## config.mk

```make
export PLATFORM = sky130hd
export DESIGN_NAME = seq_detector_param
export DESIGN_NICKNAME = d
export VERILOG_FILES = /design/src/rtl/seq_detector_param.sv
export SDC_FILE = /design/constraint.sdc
export NUM_CORES = 1
export LEC_CHECK = 0
export CORE_ASPECT_RATIO = 1.4
export CORE_UTILIZATION = 50
export CTS_CLUSTER_DIAMETER = 120
export DETAILED_ROUTE_END_ITERATION = 7
export PLACE_DENSITY = 0.73
export SYNTH_ARGS = -nofsm -noshare
export SYNTH_HDL_FRONTEND = slang
export SYNTH_SLANG_ARGS = --single-unit
```

## constraint.sdc

```tcl
create_clock -name clock -period 3.2 [get_ports clock]
set_input_delay 0.64 -clock clock [delete_from_list [all_inputs] [get_ports clock]]
set_output_delay 0.64 -clock clock [all_outputs]
set_load 0.1 [all_outputs]
```

## src/rtl/seq_detector_param.sv

```systemverilog
// Runtime-configurable serial bit-pattern detector with registered match pulse,
// saturating match counter and prefix-progress (FSM-equivalent state) output.
module seq_detector_param #(
   parameter int unsigned          MAX_LEN         = 8,
   parameter int unsigned          CNT_W           = 8,
   parameter logic [MAX_LEN-1:0]   DEFAULT_PATTERN = 8'b0000_1011,
   parameter int unsigned          DEFAULT_LEN     = 4,
   parameter bit                   DEFAULT_OVERLAP = 1'b1,
   localparam int unsigned         LEN_W           = $clog2(MAX_LEN + 1)
) (
   input  logic               clock,
   input  logic               reset,
   input  logic               in_valid,
   input  logic               w,
   input  logic               cfg_load,
   input  logic [MAX_LEN-1:0] cfg_pattern,
   input  logic [LEN_W-1:0]   cfg_len,
   input  logic               cfg_overlap,
   output logic               z,
   output logic [CNT_W-1:0]   match_count,
   output logic               count_sat,
   output logic [LEN_W-1:0]   prefix_len,
   output logic               cfg_err
);

   logic [MAX_LEN-1:0] pattern_q, pattern_d;
   logic [LEN_W-1:0]   len_q, len_d;
   logic               overlap_q, overlap_d;
   logic [MAX_LEN-1:0] hist_q, hist_d;
   logic [LEN_W-1:0]   fill_q, fill_d;
   logic               z_q, z_d;
   logic [CNT_W-1:0]   count_q, count_d;
   logic               sat_q, sat_d;
   logic [LEN_W-1:0]   prefix_q, prefix_d;
   logic               err_q, err_d;

   logic [MAX_LEN-1:0] hist_new;
   logic [LEN_W-1:0]   fill_new;
   logic [MAX_LEN-1:0] mask_len;
   logic [MAX_LEN-1:0] mask_k;
   logic [MAX_LEN-1:0] pat_top;
   logic [LEN_W-1:0]   prefix_new;
   logic               match;
   logic               cfg_legal;

   // Candidate history/fill and match/prefix evaluation for an accepted bit.
   always_comb begin
      hist_new   = {hist_q[MAX_LEN-2:0], w};
      fill_new   = (fill_q == LEN_W'(MAX_LEN)) ? fill_q : fill_q + LEN_W'(1);
      mask_len   = ~({MAX_LEN{1'b1}} << len_q);
      match      = (fill_new >= len_q) && (((hist_new ^ pattern_q) & mask_len) == '0);
      prefix_new = '0;
      mask_k     = '0;
      pat_top    = '0;
      // Ascending scan so the largest qualifying prefix wins.
      for (int k = 1; k < MAX_LEN; k++) begin
         mask_k  = ~({MAX_LEN{1'b1}} << k);
         pat_top = pattern_q >> (len_q - LEN_W'(k));
         if ((LEN_W'(k) < len_q) && (LEN_W'(k) <= fill_new) &&
             (((hist_new ^ pat_top) & mask_k) == '0)) begin
            prefix_new = LEN_W'(k);
         end
      end
   end

   assign cfg_legal = (cfg_len != '0) && (cfg_len <= LEN_W'(MAX_LEN));

   always_comb begin
      pattern_d = pattern_q;
      len_d     = len_q;
      overlap_d = overlap_q;
      hist_d    = hist_q;
      fill_d    = fill_q;
      z_d       = 1'b0;
      count_d   = count_q;
      sat_d     = sat_q;
      prefix_d  = prefix_q;
      err_d     = 1'b0;
      if (cfg_load) begin
         if (cfg_legal) begin
            pattern_d = cfg_pattern;
            len_d     = cfg_len;
            overlap_d = cfg_overlap;
            fill_d    = '0;
            count_d   = '0;
            sat_d     = 1'b0;
            prefix_d  = '0;
         end else begin
            err_d = 1'b1;
         end
      end else if (in_valid) begin
         hist_d   = hist_new;
         fill_d   = fill_new;
         prefix_d = prefix_new;
         if (match) begin
            z_d = 1'b1;
            if (count_q == '1) begin
               sat_d = 1'b1;
            end else begin
               count_d = count_q + CNT_W'(1);
            end
            if (!overlap_q) begin
               fill_d   = '0;
               prefix_d = '0;
            end
         end
      end
   end

   always_ff @(posedge clock) begin
      if (reset) begin
         pattern_q <= DEFAULT_PATTERN;
         len_q     <= LEN_W'(DEFAULT_LEN);
         overlap_q <= DEFAULT_OVERLAP;
         hist_q    <= '0;
         fill_q    <= '0;
         z_q       <= 1'b0;
         count_q   <= '0;
         sat_q     <= 1'b0;
         prefix_q  <= '0;
         err_q     <= 1'b0;
      end else begin
         pattern_q <= pattern_d;
         len_q     <= len_d;
         overlap_q <= overlap_d;
         hist_q    <= hist_d;
         fill_q    <= fill_d;
         z_q       <= z_d;
         count_q   <= count_d;
         sat_q     <= sat_d;
         prefix_q  <= prefix_d;
         err_q     <= err_d;
      end
   end

   assign z           = z_q;
   assign match_count = count_q;
   assign count_sat   = sat_q;
   assign prefix_len  = prefix_q;
   assign cfg_err     = err_q;

endmodule

```

After elaboration in Yosys (flattened, before gate mapping)
Cells that the tools add are included.
Widths: inputs -> output; s select.
- memories: 0
- memory bits (writable): 0
- register bits after elaboration: 39
- bits in read-only memories: 0
- latch bits: 0
- word-level logic and storage cells: 123
- output and inout port bits: 15
- reductions and logical operators: 35
- eq/ne operators: 4
- $lt $le $gt $ge: 16
- bitwise gates (word level): 12
- shifts and indexed selects: 8
- div/mod/pow operators: 0
- mux-type cells: 29
- add/subtract/negate cells: 9
- multipliers: 0
- operators with widths (kind ; count):
    $logic_not 8->1 ; 8
    $mux 8 ; 5
    $mux 4 ; 8
    $mux 3 ; 6
    $le 3x4->1 const A ; 4
    $logic_and 1x1->1 ; 16
    $lt 3x4->1 const A ; 4
    $sub 4x3->4 const B ; 4
    $add 8x1->8 const B ; 1
    $and 8x8->8 ; 1
    $eq 8x8->1 const B ; 1
    $le 2x4->1 const A ; 2
    $lt 2x4->1 const A ; 2
    $mux 1 ; 8
    $not 8->8 ; 1
    $reduce_and 4->1 ; 2
    $shl 8x4->8 const A ; 1
    $shr 8x4->1 ; 1
    $shr 8x4->2 ; 1
    $shr 8x4->3 ; 1
    $shr 8x4->4 ; 1
    $shr 8x4->5 ; 1
    $shr 8x4->6 ; 1
    $shr 8x4->7 ; 1
    25 further kinds ; 32

Depth between registers and ports, before layout
Gate-level depths: netlist of the first run.
- depth after elaboration: 16
- depth in mapped cells: 16

Least setup slack after synthesis of the first run
No wires, ideal clock.
- path type: register to register
- start: register len_q[0]
- end: register prefix_q[0] (netlist: prefix_len[0])
- clock period less this slack: 3440 ps
- arrival time: 3355 ps
- library setup time: 86 ps
- slack: -240 ps
- stages on the path, launching flop included: 14
- cells stage by stage: dfxtp_1 -> buf_2 -> buf_4 -> inv_2 -> ha_1 -> ha_1 -> clkbuf_1 -> mux2_2 -> a211oi_1 -> a21oi_1 -> o311a_1 -> or4_1 -> a21o_1 -> a211oi_1
- longest elaborated chain between the ends: 16
- elaborated cells on any way between the ends: 66
- classes of those cells: add/sub (7); order compare (8); shift (8); mux (11); bitwise (9); reduce/logical (23)
- ends and longest elaborated chain (element ; RTL line ; text):
    from (decl) ; 27 ; logic [LEN_W-1:0] len_q, len_d;
    from (signal assigned) ; 113 ; len_q <= LEN_W'(DEFAULT_LEN);
    from (signal assigned) ; 124 ; len_q <= len_d;
    $sub 4x1->4 ; 58 ; pat_top = pattern_q >> (len_q - LEN_W'(k));
    $shr 8x4->1 ; 58 ;
    $xor 1x1->1 ; 60 ; (((hist_new ^ pat_top) & mask_k) == '0)) begin
    $logic_not 8->1 ; 60 ;
    $logic_and 1x1->1 ; 59 ; if ((LEN_W'(k) < len_q) && (LEN_W'(k) <= fill_new) &&
    $mux 1 ; 59 ;
    $mux 2 (2 in a row) ; 59 ;
    $mux 3 (4 in a row) ; 59 ;
    $mux 3 ; 102 ; if (!overlap_q) begin
    $mux 3 (*) ; 95 ; if (match) begin
    $mux 4 (*) ; 91 ; end else if (in_valid) begin
    $mux 4 (*) ; 79 ; if (cfg_load) begin
    to (signal assigned) ; 131 ; prefix_q <= prefix_d;
    to (decl) ; 34 ; logic [LEN_W-1:0] prefix_q, prefix_d;
Every way passes the cells marked *; elsewhere a longest branch is shown, timed or not. The select of a mux whose other input is x is not followed.
A chain may end at the register's enable or synchronous reset.

Final worst setup path of the first run
- start: register len_q[1]
- end: register prefix_q[1] (netlist: prefix_len[1])
- longest elaborated chain between the ends: 15
- elaborated cells on any way between the ends: 58
- classes of those cells: add/sub (6); order compare (7); shift (7); mux (10); bitwise (8); reduce/logical (20)
- ends and longest elaborated chain (element ; RTL line):
    $sub 4x2->4 ; 58
    $shr 8x4->2 ; 58
    $xor 2x2->2 ; 60
    $logic_not 8->1 ; 60
    $logic_and 1x1->1 ; 59
    $mux 2 (2 in a row) ; 59
    $mux 3 (4 in a row) ; 59
    $mux 3 ; 102
    $mux 3 (*) ; 95
    $mux 4 (*) ; 91
    $mux 4 (*) ; 79
Marks and branches as above.

==> results by group, run 1 <==
Outcome
  – Status: completed

Placement
  – Placed Area: around 4400 um^2
  – Dpl ws: ~150 ps
  – Placed Cells: 612
  – GP Congestion: 0.9126
  – Port bufs: 31
  – Post-DP HPWL: about 8500 um

Pwr
  – Leak: ~1.7 nW
  – Power Dens Cells: 311.2 nW/um^2
  – VDD IR max: 0.3508 mV

Min path
  – HP Class: reg2reg
  – Hold_sp: prefix_len[2]$_SDFFE_PP0P_
  – Hold-critical path endpoint: prefix_len[2]$_SDFFE_PP0P_
  – Hold path depth: 2

Worst setup path
  – Crit path arrival time: approximately 3300 ps
  – Reg-to-Reg End: prefix_len[1]$_SDFFE_PP0P_
  – Slowest CP cell: mux4_2
  – WP buf/inv: 2
  – CP Cell Sequence: inv_1 > ha_2 > buf_4 > mux2i_1 > mux4_2 > xor2_1 > nand4_1 > a311oi_2 > a31oi_1 > or3_1 > a211oi_2
  – Crit-path max FO: 11
  – Worst r2r src: len_q[1]$_SDFFE_PP0P_
  – Req. time, crit path: 3430 ps
  – Worst R2R Path Depth: 11
  – Startpoint Class: flip-flop
  – Register-to-register path setup slack: 170 ps
  – Max incr delay on CP: ~570 ps
  – Delay-heaviest family, CP: multiplexers
  – WS Path Type: reg2reg
  – Critical Path End Type: flip-flop

Clocking
  – TritonCTS buffer count: 5
  – CTS Buffer Depth: 2
  – Clk pin slew, worst setup/hold paths: ~80 ps
  – CTS tree: yes
  – Clk root buf: clkbuf_8
  – Clk_lat worst skew: 310 ps
  – Clk sinks: 38
  – H-tree depth: 2
  – Setup bufs post-CTS: 0

STA
  – Fmax: between 300 and 400 MHz
  – # setup viols final: 0
  – Setup TNS: 0 ps
  – Final min period: 3034 ps
  – Final Hold Vio Count: 0
  – Final worst-path setup slack: approximately 170 ps
  – Count of pins over their slew limit: 0
  – Post-route clock period utilization: 94.80%
  – Worst slew pin tran: between 600 and 700 ps
  – Worst Clk Skew: slightly below 10 ps
  – Worst slew margin: 56.36%
  – RSZ-0062 raised after global routing: no

Drt
  – Drt first pass iters: 5
  – WL/cell: 18.28 um
  – Via Count: ~4000
  – Remaining DRCs: 0
  – DRT Wirelength: around 11000 um
  – Antenna viol nets, final: 0
  – Starting DRC count in detailed routing: ~220
  – Vias per cell: roughly 6.3

Yosys
  – Post-synth EDFFs: 0
  – Register bit total from synthesis: 38
  – Mapped Area: around 4000 um^2
  – Main combinational cell family by area after synthesis: simple AND/OR/NAND/NOR gates
  – Multiplexer share of the synthesized area: around 18%
  – Post-synthesis compound-gate area fraction: around a fifth
  – Synth Area in XOR/XNOR: ~7.3%
  – Netlist cell types: 60
  – Asr flop ratio synth: 0%
  – Synth Net Count: ~540
  – Most used DFF post-synth: dfxtp_1
  – Adder-cell share of the synthesized area: just over 8%
  – Ys Warns: 0
  – Syn Area/Cell: ~8.0 um^2
  – Register area share after synthesis: a little under 20%
  – Synth Area in Simple Gates: between 20% and 30%
  – Post-synthesis cell count: a little under 500

Cells and area
  – Nets: around 570
  – Reg area: about 760 um^2
  – Diode count: 0
  – Design area: about 4500 um^2
  – Share of cells above drive strength 1: about 16%
  – Non-filler cells, final: 620
  – Layout fillers: 700
  – Area taken by multi-input logic gates: approximately 2900 um^2
  – Layout area overhead: 13.94%

GRT
  – Largest net degree at the start of global routing: 29
  – Initial antenna violation count: 0
  – First-pass GRT wire length: between 15000 and 20000 um
  – Total track usage: about 30%
  – Grt total ovfl: 0
  – Number of global-route vias before repair: about 3800

Job
  – Number of max-cap violations: 0

Floorplan
  – Io pins: 33
  – Die H: about 110 um
  – Full die area: 8229 um^2
  – Std cell rows: 37
  – Initial Utilization: a little over half
  – Placeable Area: 7500 um^2
  – Die width: about 77 um
sequential cells by signal, summed over array words and instances, names as in the netlist:
name and count:
z 1, len_q 4, prefix_len 3, match_count 8, hist_q 7, fill_q 4, pattern_q 8, overlap_q 1
cfg_err 1, count_sat 1
cell usage in the layout (no fill, tap or decap), drive strengths merged, types with 4 or more instances in the layout:
cell / Yosys / final
mux2i: 31 / 31
a21oi: 47 / 47
nand2: 65 / 65
o21ai: 15 / 15
and3: 4 / 4
mux4: 14 / 14
nor4: 7 / 7
buf: 14 / 44
a22oi: 7 / 7
nor2b: 6 / 6
clkdlybuf4s50: 0 / 17
nand2b: 13 / 13
a21o: 4 / 4
xnor2: 23 / 23
xor2: 10 / 10
o22ai: 5 / 5
inv: 16 / 16
or3: 4 / 4
nor3: 11 / 11
nand3b: 5 / 5
clkbuf: 25 / 7
o211ai: 8 / 8
or4: 5 / 5
and2: 4 / 4
nand3: 7 / 7
ha: 26 / 26
a211oi: 4 / 4
dfxtp: 38 / 38
a31oi: 5 / 5
mux2: 8 / 8
o31ai: 5 / 5
nor2: 28 / 28
cells in the mapped netlist, types with 3 or more instances:
master / count / area share [%]
o211ai_1: 8 / 1.5
dfxtp_1: 38 / 19
a21o_1: 4 / 0.76
a31oi_1: 5 / 0.80
o21ai_1: 4 / 0.51
nand4_1: 3 / 0.48
nor4_1: 7 / 1.1
nor3_1: 11 / 1.4
ha_1: 26 / 8.3
nor2b_1: 6 / 0.95
or4_1: 5 / 0.95
nand2_1: 65 / 6.2
o22ai_1: 5 / 0.80
or3_1: 4 / 0.64
a211oi_1: 3 / 0.57
mux2_4: 3 / 1.1
clkbuf_1: 25 / 2.4
nor2_1: 28 / 2.7
nand3_1: 7 / 0.89
inv_1: 14 / 1.3
mux2_2: 5 / 1.4
nand3b_1: 5 / 0.95
nor3b_1: 3 / 0.57
mux4_2: 14 / 8.0
xnor2_1: 23 / 5.1
a22oi_1: 7 / 1.3
and2_1: 4 / 0.64
a21oi_1: 47 / 6.0
and3_1: 4 / 0.64
buf_4: 3 / 0.57
nand2b_1: 12 / 1.9
buf_2: 7 / 0.89
mux2i_1: 31 / 7.9
xor2_1: 10 / 2.2
o21ai_0: 11 / 1.4
o31ai_1: 5 / 0.95
kinds of logic (layout without fill, tap and decap cells):
logic type	Yosys count	in the layout
and+or+nand+nor	168	168
buffers and inverters	55	85
muxes	53	53
AOI/OAI and AO/OA	119	119
other	1	1
adders and majority gates	26	26
DFF	38	38
xor gates and xnor gates	33	33
what timing repair did:
item | in CTS | in global routing
setup endpoints to repair | 0 | 4
gates resized for setup | 0 | 4
hold buffers | 0 | 0
worst reg2reg max path, cell delays in order (launching register included):
cell,delay (ps)
dfxtp_2,350
inv_1,60
ha_2,400
buf_4,220
mux2i_1,110
mux4_2,570
xor2_1,160
nand4_1,120
a311oi_2,400
a31oi_1,60
or3_1,330
a211oi_2,170
how the worst max path moves through the flow:
stage / slack [ps] / startpoint / endpoint / depth (start not counted)
6_report: 170 / len_q[1]$_SDFFE_PP0P_ / prefix_len[1]$_SDFFE_PP0P_ / 11
5_1_grt: 9 / len_q[1]$_SDFFE_PP0P_ / prefix_len[0]$_SDFFE_PP0P_ / 11
4_1_cts: 140 / len_q[0]$_SDFFE_PP0P_ / prefix_len[1]$_SDFFE_PP0P_ / 11
3_5_place_dp: 150 / len_q[0]$_SDFFE_PP0P_ / prefix_len[1]$_SDFFE_PP0P_ / 11
3_3_place_gp: 210 / len_q[0]$_SDFFE_PP0P_ / prefix_len[2]$_SDFFE_PP0P_ / 12
2_1_floorplan: 20 / len_q[0]$_SDFFE_PP0P_ / prefix_len[1]$_SDFFE_PP0P_ / 13
metal layers:
layer / vias up / GRT usage, % / routed length [um]
met5: - / 0 / 0
met2: 139 / 51.59 / 5802
met4: 0 / 16.62 / 497
met3: 37 / 3.660 / 432
li1: 1838 / - / -
met1: 1871 / 33.58 / 4601
power breakdown:
group,total [mW],switching [mW],internal [mW],leakage [nW]
Clock,0.360,0.186,0.174,0.0482
Combinational,0.512,0.277,0.235,1.34
Sequential,0.522,0.0354,0.487,0.310
final cells by class:
type	count	share of cell area [%]
well taps	97	2.709
inverters	16	1.340
clock inverters	1	0.1117
flip-flops and latches	38	17.06
multi-input cells	400	65.60
clock buffers	7	1.927
repair buffers	61	11.25
per-stage QoR:
step	hold WS, ps	power [mW]	util (%)
floorplan	439.2	0.9012	-
global placement	436.5	1.023	58.34
detailed placement	450.1	1.035	58.34
CTS	463.0	1.389	59.56
global route	480.3	1.464	59.74
finish	459.9	1.394	59.74
Power figures use the tool's default switching activity.
==> run 2, diff against run 1 <==
--- a/config.mk
+++ b/config.mk
@@ -10,6 +10,7 @@
 export CTS_CLUSTER_DIAMETER = 120
 export DETAILED_ROUTE_END_ITERATION = 7
 export PLACE_DENSITY = 0.73
+export SLEW_MARGIN = 20
 export SYNTH_ARGS = -nofsm -noshare
 export SYNTH_HDL_FRONTEND = slang
 export SYNTH_SLANG_ARGS = --single-unit
==> results of run 2 <==
Same layout as run 1: the final DEF is identical, and so are final timing and power.
